===== config.mk =====
export PLATFORM = sky130hd
export DESIGN_NAME = stage_id_pipe
export DESIGN_NICKNAME = d
export VERILOG_FILES = /design/src/rtl/stage_id_pipe.sv
export SDC_FILE = /design/constraint.sdc
export NUM_CORES = 1
export LEC_CHECK = 0
export ABC_AREA = 1
export CORE_MARGIN = 4
export CORE_UTILIZATION = 45
export DETAILED_ROUTE_END_ITERATION = 8
export GPL_ROUTABILITY_DRIVEN = 0
export MAX_ROUTING_LAYER = met4
export PLACE_DENSITY = 0.79
export SLEW_MARGIN = 20
export SYNTH_ARGS = -nofsm -noshare
export SYNTH_HDL_FRONTEND = slang
export SYNTH_SLANG_ARGS = --single-unit

===== constraint.sdc =====
create_clock -name clk -period 3.68 [get_ports clk]
set_clock_uncertainty 0.15 [all_clocks]
set_input_delay 1.104 -clock clk [delete_from_list [all_inputs] [get_ports clk]]
set_output_delay 1.104 -clock clk [all_outputs]
set_load 0.01 [all_outputs]

===== src/rtl/stage_id_pipe.sv =====
// rtl/stage_id_pipe.sv - RV32I decode stage with registered outputs, load-use hazard bubble and write-back bypass
//
// Purpose: decodes one fetched instruction per cycle, reads the register file
// combinationally through regfile_addr1/2, and registers the decoded fields,
// operand data and control flags for the execute stage.
//
// Ports:
//   clk, rst              clock, synchronous active-high reset
//   en, stall, flush      stage enable, downstream hold, kill registered instruction
//   in_valid, inst        fetch slot and instruction
//   regfile_addr1/2       source register addresses (combinational from inst)
//   regfile_data1/2       register file read data
//   wb_wr/wb_addr/wb_data write-back port, bypassed into operand capture
//   stall_out             request fetch to hold its slot
//   out_*                 registered decode results

module stage_id_pipe #(
    parameter int INST_W     = 32,
    parameter int DATA_W     = 32,
    parameter int REG_ADDR_W = 5,
    parameter bit WB_BYPASS  = 1'b1
) (
    input  logic                  clk,
    input  logic                  rst,
    input  logic                  en,
    input  logic                  stall,
    input  logic                  flush,
    input  logic                  in_valid,
    input  logic [INST_W-1:0]     inst,
    output logic [REG_ADDR_W-1:0] regfile_addr1,
    output logic [REG_ADDR_W-1:0] regfile_addr2,
    input  logic [DATA_W-1:0]     regfile_data1,
    input  logic [DATA_W-1:0]     regfile_data2,
    input  logic                  wb_wr,
    input  logic [REG_ADDR_W-1:0] wb_addr,
    input  logic [DATA_W-1:0]     wb_data,
    output logic                  stall_out,
    output logic                  out_valid,
    output logic                  out_reg_wr,
    output logic [REG_ADDR_W-1:0] out_reg_addr_rd,
    output logic [REG_ADDR_W-1:0] out_reg_addr_r1,
    output logic [REG_ADDR_W-1:0] out_reg_addr_r2,
    output logic [DATA_W-1:0]     out_reg_data_r1,
    output logic [DATA_W-1:0]     out_reg_data_r2,
    output logic [DATA_W-1:0]     out_imm,
    output logic [6:0]            out_opcode,
    output logic [2:0]            out_funct3,
    output logic                  out_funct7b5,
    output logic                  out_is_load,
    output logic                  out_is_store,
    output logic                  out_is_branch,
    output logic                  out_illegal
);

    localparam logic [6:0] OP_LUI    = 7'b0110111;
    localparam logic [6:0] OP_AUIPC  = 7'b0010111;
    localparam logic [6:0] OP_JAL    = 7'b1101111;
    localparam logic [6:0] OP_JALR   = 7'b1100111;
    localparam logic [6:0] OP_BRANCH = 7'b1100011;
    localparam logic [6:0] OP_LOAD   = 7'b0000011;
    localparam logic [6:0] OP_STORE  = 7'b0100011;
    localparam logic [6:0] OP_IMM    = 7'b0010011;
    localparam logic [6:0] OP_OP     = 7'b0110011;
    localparam logic [6:0] OP_MISC   = 7'b0001111;
    localparam logic [6:0] OP_SYSTEM = 7'b1110011;

    logic [31:0]           iw;
    logic [6:0]            opcode;
    logic [REG_ADDR_W-1:0] rd;
    logic [REG_ADDR_W-1:0] r1;
    logic [REG_ADDR_W-1:0] r2;
    logic [2:0]            funct3;
    logic                  funct7b5;

    assign iw       = inst[31:0];
    assign opcode   = iw[6:0];
    assign rd       = REG_ADDR_W'(iw[11:7]);
    assign r1       = REG_ADDR_W'(iw[19:15]);
    assign r2       = REG_ADDR_W'(iw[24:20]);
    assign funct3   = iw[14:12];
    assign funct7b5 = iw[30];

    assign regfile_addr1 = r1;
    assign regfile_addr2 = r2;

    logic signed [31:0] imm32;
    logic               dec_legal;
    logic               dec_wr_op;
    logic               dec_load;
    logic               dec_store;
    logic               dec_branch;

    always_comb begin
        imm32      = '0;
        dec_legal  = 1'b1;
        dec_wr_op  = 1'b0;
        dec_load   = 1'b0;
        dec_store  = 1'b0;
        dec_branch = 1'b0;
        case (opcode)
            OP_LUI, OP_AUIPC: begin
                imm32     = {iw[31:12], 12'b0};
                dec_wr_op = 1'b1;
            end
            OP_JAL: begin
                imm32     = {{12{iw[31]}}, iw[19:12], iw[20], iw[30:21], 1'b0};
                dec_wr_op = 1'b1;
            end
            OP_JALR, OP_IMM: begin
                imm32     = {{20{iw[31]}}, iw[31:20]};
                dec_wr_op = 1'b1;
            end
            OP_LOAD: begin
                imm32     = {{20{iw[31]}}, iw[31:20]};
                dec_wr_op = 1'b1;
                dec_load  = 1'b1;
            end
            OP_STORE: begin
                imm32     = {{20{iw[31]}}, iw[31:25], iw[11:7]};
                dec_store = 1'b1;
            end
            OP_BRANCH: begin
                imm32      = {{20{iw[31]}}, iw[7], iw[30:25], iw[11:8], 1'b0};
                dec_branch = 1'b1;
            end
            OP_OP: begin
                dec_wr_op = 1'b1;
            end
            OP_MISC, OP_SYSTEM: begin
            end
            default: begin
                dec_legal = 1'b0;
            end
        endcase
    end

    logic dec_wr;
    assign dec_wr = dec_wr_op && (rd != '0);

    // Operand capture: x0 reads as zero, then a same-cycle write-back wins
    // over the (not yet updated) register file contents.
    logic [DATA_W-1:0] op1;
    logic [DATA_W-1:0] op2;

    always_comb begin
        op1 = regfile_data1;
        op2 = regfile_data2;
        if (r1 == '0) begin
            op1 = '0;
        end else if (WB_BYPASS && wb_wr && (wb_addr == r1)) begin
            op1 = wb_data;
        end
        if (r2 == '0) begin
            op2 = '0;
        end else if (WB_BYPASS && wb_wr && (wb_addr == r2)) begin
            op2 = wb_data;
        end
    end

    // A load in the output register whose result the incoming instruction
    // needs: insert one bubble so the load data reaches the bypass path.
    logic hazard;
    assign hazard = out_valid && out_is_load && (out_reg_addr_rd != '0) && in_valid &&
                    ((r1 == out_reg_addr_rd) || (r2 == out_reg_addr_rd));

    assign stall_out = hazard || stall || !en;

    always_ff @(posedge clk) begin
        if (rst) begin
            out_valid       <= 1'b0;
            out_reg_wr      <= 1'b0;
            out_reg_addr_rd <= '0;
            out_reg_addr_r1 <= '0;
            out_reg_addr_r2 <= '0;
            out_reg_data_r1 <= '0;
            out_reg_data_r2 <= '0;
            out_imm         <= '0;
            out_opcode      <= '0;
            out_funct3      <= '0;
            out_funct7b5    <= 1'b0;
            out_is_load     <= 1'b0;
            out_is_store    <= 1'b0;
            out_is_branch   <= 1'b0;
            out_illegal     <= 1'b0;
        end else if (flush) begin
            out_valid <= 1'b0;
        end else if (!en || stall) begin
            out_valid <= out_valid;
        end else if (hazard) begin
            out_valid <= 1'b0;
        end else begin
            out_valid       <= in_valid;
            out_reg_wr      <= in_valid && dec_legal && dec_wr;
            out_reg_addr_rd <= rd;
            out_reg_addr_r1 <= r1;
            out_reg_addr_r2 <= r2;
            out_reg_data_r1 <= op1;
            out_reg_data_r2 <= op2;
            out_imm         <= DATA_W'(imm32);
            out_opcode      <= opcode;
            out_funct3      <= funct3;
            out_funct7b5    <= funct7b5;
            out_is_load     <= in_valid && dec_load;
            out_is_store    <= in_valid && dec_store;
            out_is_branch   <= in_valid && dec_branch;
            out_illegal     <= in_valid && !dec_legal;
        end
    end

endmodule


==> results of run 1 <==
==> worst min path at each step <==
| stage | start | end | slack, ps | cells after the start |
|---|---|---|---|---|
| floorplan | out_is_branch | out_is_branch | 330 | 2 |
| global placement | out_is_store | out_is_store | 300 | 2 |
| detailed placement | out_opcode[0] | out_opcode[0] | 310 | 2 |
| CTS | out_is_store | out_is_store | 310 | 2 |
| global route | out_opcode[2] | out_opcode[2] | 330 | 2 |
| finish | out_reg_addr_r2[0] | out_reg_addr_r2[0] | 310 | 2 |
==> worst max-delay path, stage by stage <==
cell	delay (ps)
sky130_fd_sc_hd__clkdlybuf4s50_1	510
sky130_fd_sc_hd__buf_4	200
sky130_fd_sc_hd__clkdlybuf4s50_1	560
==> stage by stage <==
| stage | hold slack (ps) | setup TNS [ps] |
|---|---|---|
| final | 310.8 | 0 |
| after global routing | 330.6 | 0 |
| after CTS | 313.6 | 0 |
| after detailed placement | 305.5 | -421.5 |
| after global placement | 300.4 | -388.7 |
| after floorplan | 333.1 | 0 |
==> cell usage in the layout (no fill, tap or decap), types with 2 or more instances in the layout <==
cell / Yosys / routed
sky130_fd_sc_hd__xnor2_1: 2 / 2
sky130_fd_sc_hd__dlygate4sd2_1: 0 / 8
sky130_fd_sc_hd__nand3_2: 2 / 2
sky130_fd_sc_hd__clkinv_4: 0 / 4
sky130_fd_sc_hd__nand2_1: 354 / 354
sky130_fd_sc_hd__dfxtp_1: 128 / 128
sky130_fd_sc_hd__a21oi_1: 114 / 114
sky130_fd_sc_hd__buf_4: 20 / 52
sky130_fd_sc_hd__clkinv_1: 1 / 2
sky130_fd_sc_hd__clkbuf_16: 0 / 17
sky130_fd_sc_hd__nor3_1: 4 / 4
sky130_fd_sc_hd__inv_1: 123 / 121
sky130_fd_sc_hd__o21ai_0: 18 / 18
sky130_fd_sc_hd__nand4_1: 77 / 77
sky130_fd_sc_hd__nor2_2: 3 / 6
sky130_fd_sc_hd__nand3_4: 2 / 2
sky130_fd_sc_hd__nor2_1: 175 / 172
sky130_fd_sc_hd__nand2_2: 3 / 3
sky130_fd_sc_hd__clkdlybuf4s50_1: 0 / 268
sky130_fd_sc_hd__inv_2: 8 / 9
sky130_fd_sc_hd__clkinv_2: 0 / 3
sky130_fd_sc_hd__nand3_1: 62 / 62
sky130_fd_sc_hd__o21ai_1: 11 / 11
sky130_fd_sc_hd__buf_12: 0 / 7
sky130_fd_sc_hd__bufinv_16: 0 / 6
==> layout make-up <==
type | count | area (sq um)
fillers | 1411 | 4761
inverters | 132 | 495.5
well taps | 216 | 270.3
repair buffers | 337 | 3299
diodes | 1 | 2.502
clock inverters | 14 | 237.7
flip-flops and latches | 128 | 2562
multi-input cells | 835 | 3702
clock buffers | 18 | 439.2
==> flip-flops by register name, indices dropped and copies added (netlist names), 3 cells and up <==
register / count
out_imm: 32
out_funct3: 3
out_reg_addr_r1: 5
out_reg_addr_rd: 5
out_reg_data_r1: 32
out_reg_addr_r2: 5
out_opcode: 7
out_reg_data_r2: 32
==> power by group <==
group | total, uW | leakage [uW] | switching (uW) | internal [uW]
Combinational | 748 | 0.00359 | 390 | 358
Clock | 1950 | 0.000330 | 664 | 1290
Sequential | 1470 | 0.00104 | 28.6 | 1440
==> kinds of logic (layout without fill, tap and decap cells) <==
family,Yosys count,count (layout),synth area share
simple gates,686,686,0.4050
buf+inv,221,501,0.1333
compound gates,147,147,0.1039
flops,128,128,0.3554
xor+xnor,2,2,0.002430
other cells,0,1,0
==> what timing repair did <==
action | 4_1_cts | 5_1_grt
hold buffers | 0 | 0
endpoints found under the setup margin | 1 | 0
gates resized for setup | 11 | 0
==> routing by layer <==
metal  global-route usage  wire [microns]  vias up  part of all wire
li1                     -               -     4289                 -
met1               0.3642           11150     3962              0.40
met2               0.4975           13040      457              0.46
met3              0.08010            2753       85             0.098
met4               0.1182            1122        0             0.040
met5                    -               0        -                 0
==> flow_summary.ini, run 1 <==
[timing]
final-hold-violation-count = 0
final.period_utilization = 0.9860
final-setup-viol-count = 0
drv_slew = 0
tightestPinTransition_ps = 705.3
fin_crit_ps = 3629
slew-limit-headroom = 0.5298
highest_clock_rate_mhz = 275.6
setup_slack_ps = 51.45
rsz0062_at_grt = no

[clock_tree]
cts.sink_count = 128
ctsLongestPathBuffers = 2
cts.root.buffer_cell = sky130_fd_sc_hd__clkbuf_16
path_clk_slew_ps = 60
cts-htree-levels = 4
clock_latency_ps = 430
cts_made_buffers = 17
post_cts_buffers = 0
cts_tree = done

[pwr]
power_per_cell_area_mw_per_mm2 = 378.4
leakagePower_uw = 0.004961
max_vdd_drop_mv = 0.3350
fin_total_pwr_uw = 4166

[setup_path]
crit_type = input pin to output port
worst_r2r_path_depth = 13
end_kind = output port
rr_startpoint = out_reg_addr_rd[2]
worst_setup_path_start_kind = input pin
timing.critical_path.arrival_ps = 2370
critPathMaxFanout = 6
critical_r2r_capture = out_reg_data_r2[28]
worstSetupStartpoint = inst[21]
cp.required_ps = 2430
crit_path_end = regfile_addr2[1]
reg2reg_slack_ps = 1320

[synthesis]
share_of_flip_flops_with_an_asynchronous_set_or_reset_after_synthesis = 0
synthCells = 1184
synth_fp_nets = 1324
ys_warn_count = 0
synth_top_cells_by_count = 354 x sky130_fd_sc_hd__nand2_1, 175 x sky130_fd_sc_hd__nor2_1, 128 x sky130_fd_sc_hd__dfxtp_1, 123 x sky130_fd_sc_hd__inv_1, 114 x sky130_fd_sc_hd__a21oi_1
ys_seq_elements = 128
synth_area_sq_mm = 0.007211
netlist.top_cell.by_area = sky130_fd_sc_hd__dfxtp_1
synthMostInstantiatedCell = sky130_fd_sc_hd__nand2_1
seq_area_frac_synth = 0.3554
synth_enable_flop_cells = 0
syn-mean-instance-area_sq_um = 6.090
synthDominantCellAreaShare = 0.3554
postSynth.topFlopCell = sky130_fd_sc_hd__dfxtp_1
synth.top_cells.by_area = sky130_fd_sc_hd__dfxtp_1 36%, sky130_fd_sc_hd__nand2_1 18%, sky130_fd_sc_hd__nor2_1 9.1%
yosys.cell_types.count = 29

[finish]
final_nets = 1591
fin_area_sq_mm = 0.01101
post_route_cells_drive_above_1_share = 0.08128
finish.utilization = 0.6981
final-instance-count-excl-fill = 1681
syn_to_final_growth_pct = 52.68

[route]
drt_drc_violations_left = 0
vias_per_inst = 5.231
avgRoutedWirePerCell_microns = 16.70
antenna_left = 0
first_pass_iters = 5
wl_microns = 28070
drt-initial-drc-count = 701
detailroute.via_count = 8793

[floorplanning]
die-height_microns = 134.6
io_pins = 279
die-area_sq_mm = 0.01811
rows = 46
initial_core_utilization = 0.4572
core-area_sq_mm = 0.01577
fp.dieW_microns = 134.6

[placement]
numPlacedInstances = 1648
dpl_cell_area_sq_mm = 0.01034
dp_hpwl_microns = 19860
post-place-ws_ps = -421.5
port_buffers = 278

[hold_path]
timing.hold.worst.class = flop to flop

[global_routing]
largest_net_degree_at_the_start_of_global_routing = 62
grt.overflow.total = 0
grt_antenna_before_repair = 1
global_route_wire_length_before_repair_microns = 42930
overall_global_routing_resource_usage = 0.3058
via_count_of_the_first_global_routing_pass = 8210

[flow_run]
cap_violations = 0

[outcome]
status = finished, final reports clean
No activity file was read; power rests on OpenSTA's default activity.
==> run 2, diff against run 1 <==
--- a/config.mk
+++ b/config.mk
@@ -8,6 +8,7 @@
 export ABC_AREA = 1
 export CORE_MARGIN = 4
 export CORE_UTILIZATION = 45
+export CTS_CLUSTER_DIAMETER = 80
 export DETAILED_ROUTE_END_ITERATION = 8
 export GPL_ROUTABILITY_DRIVEN = 0
 export MAX_ROUTING_LAYER = met4
==> results of run 2 <==
Same layout as run 1: the final DEF is identical, and so are final timing and power.
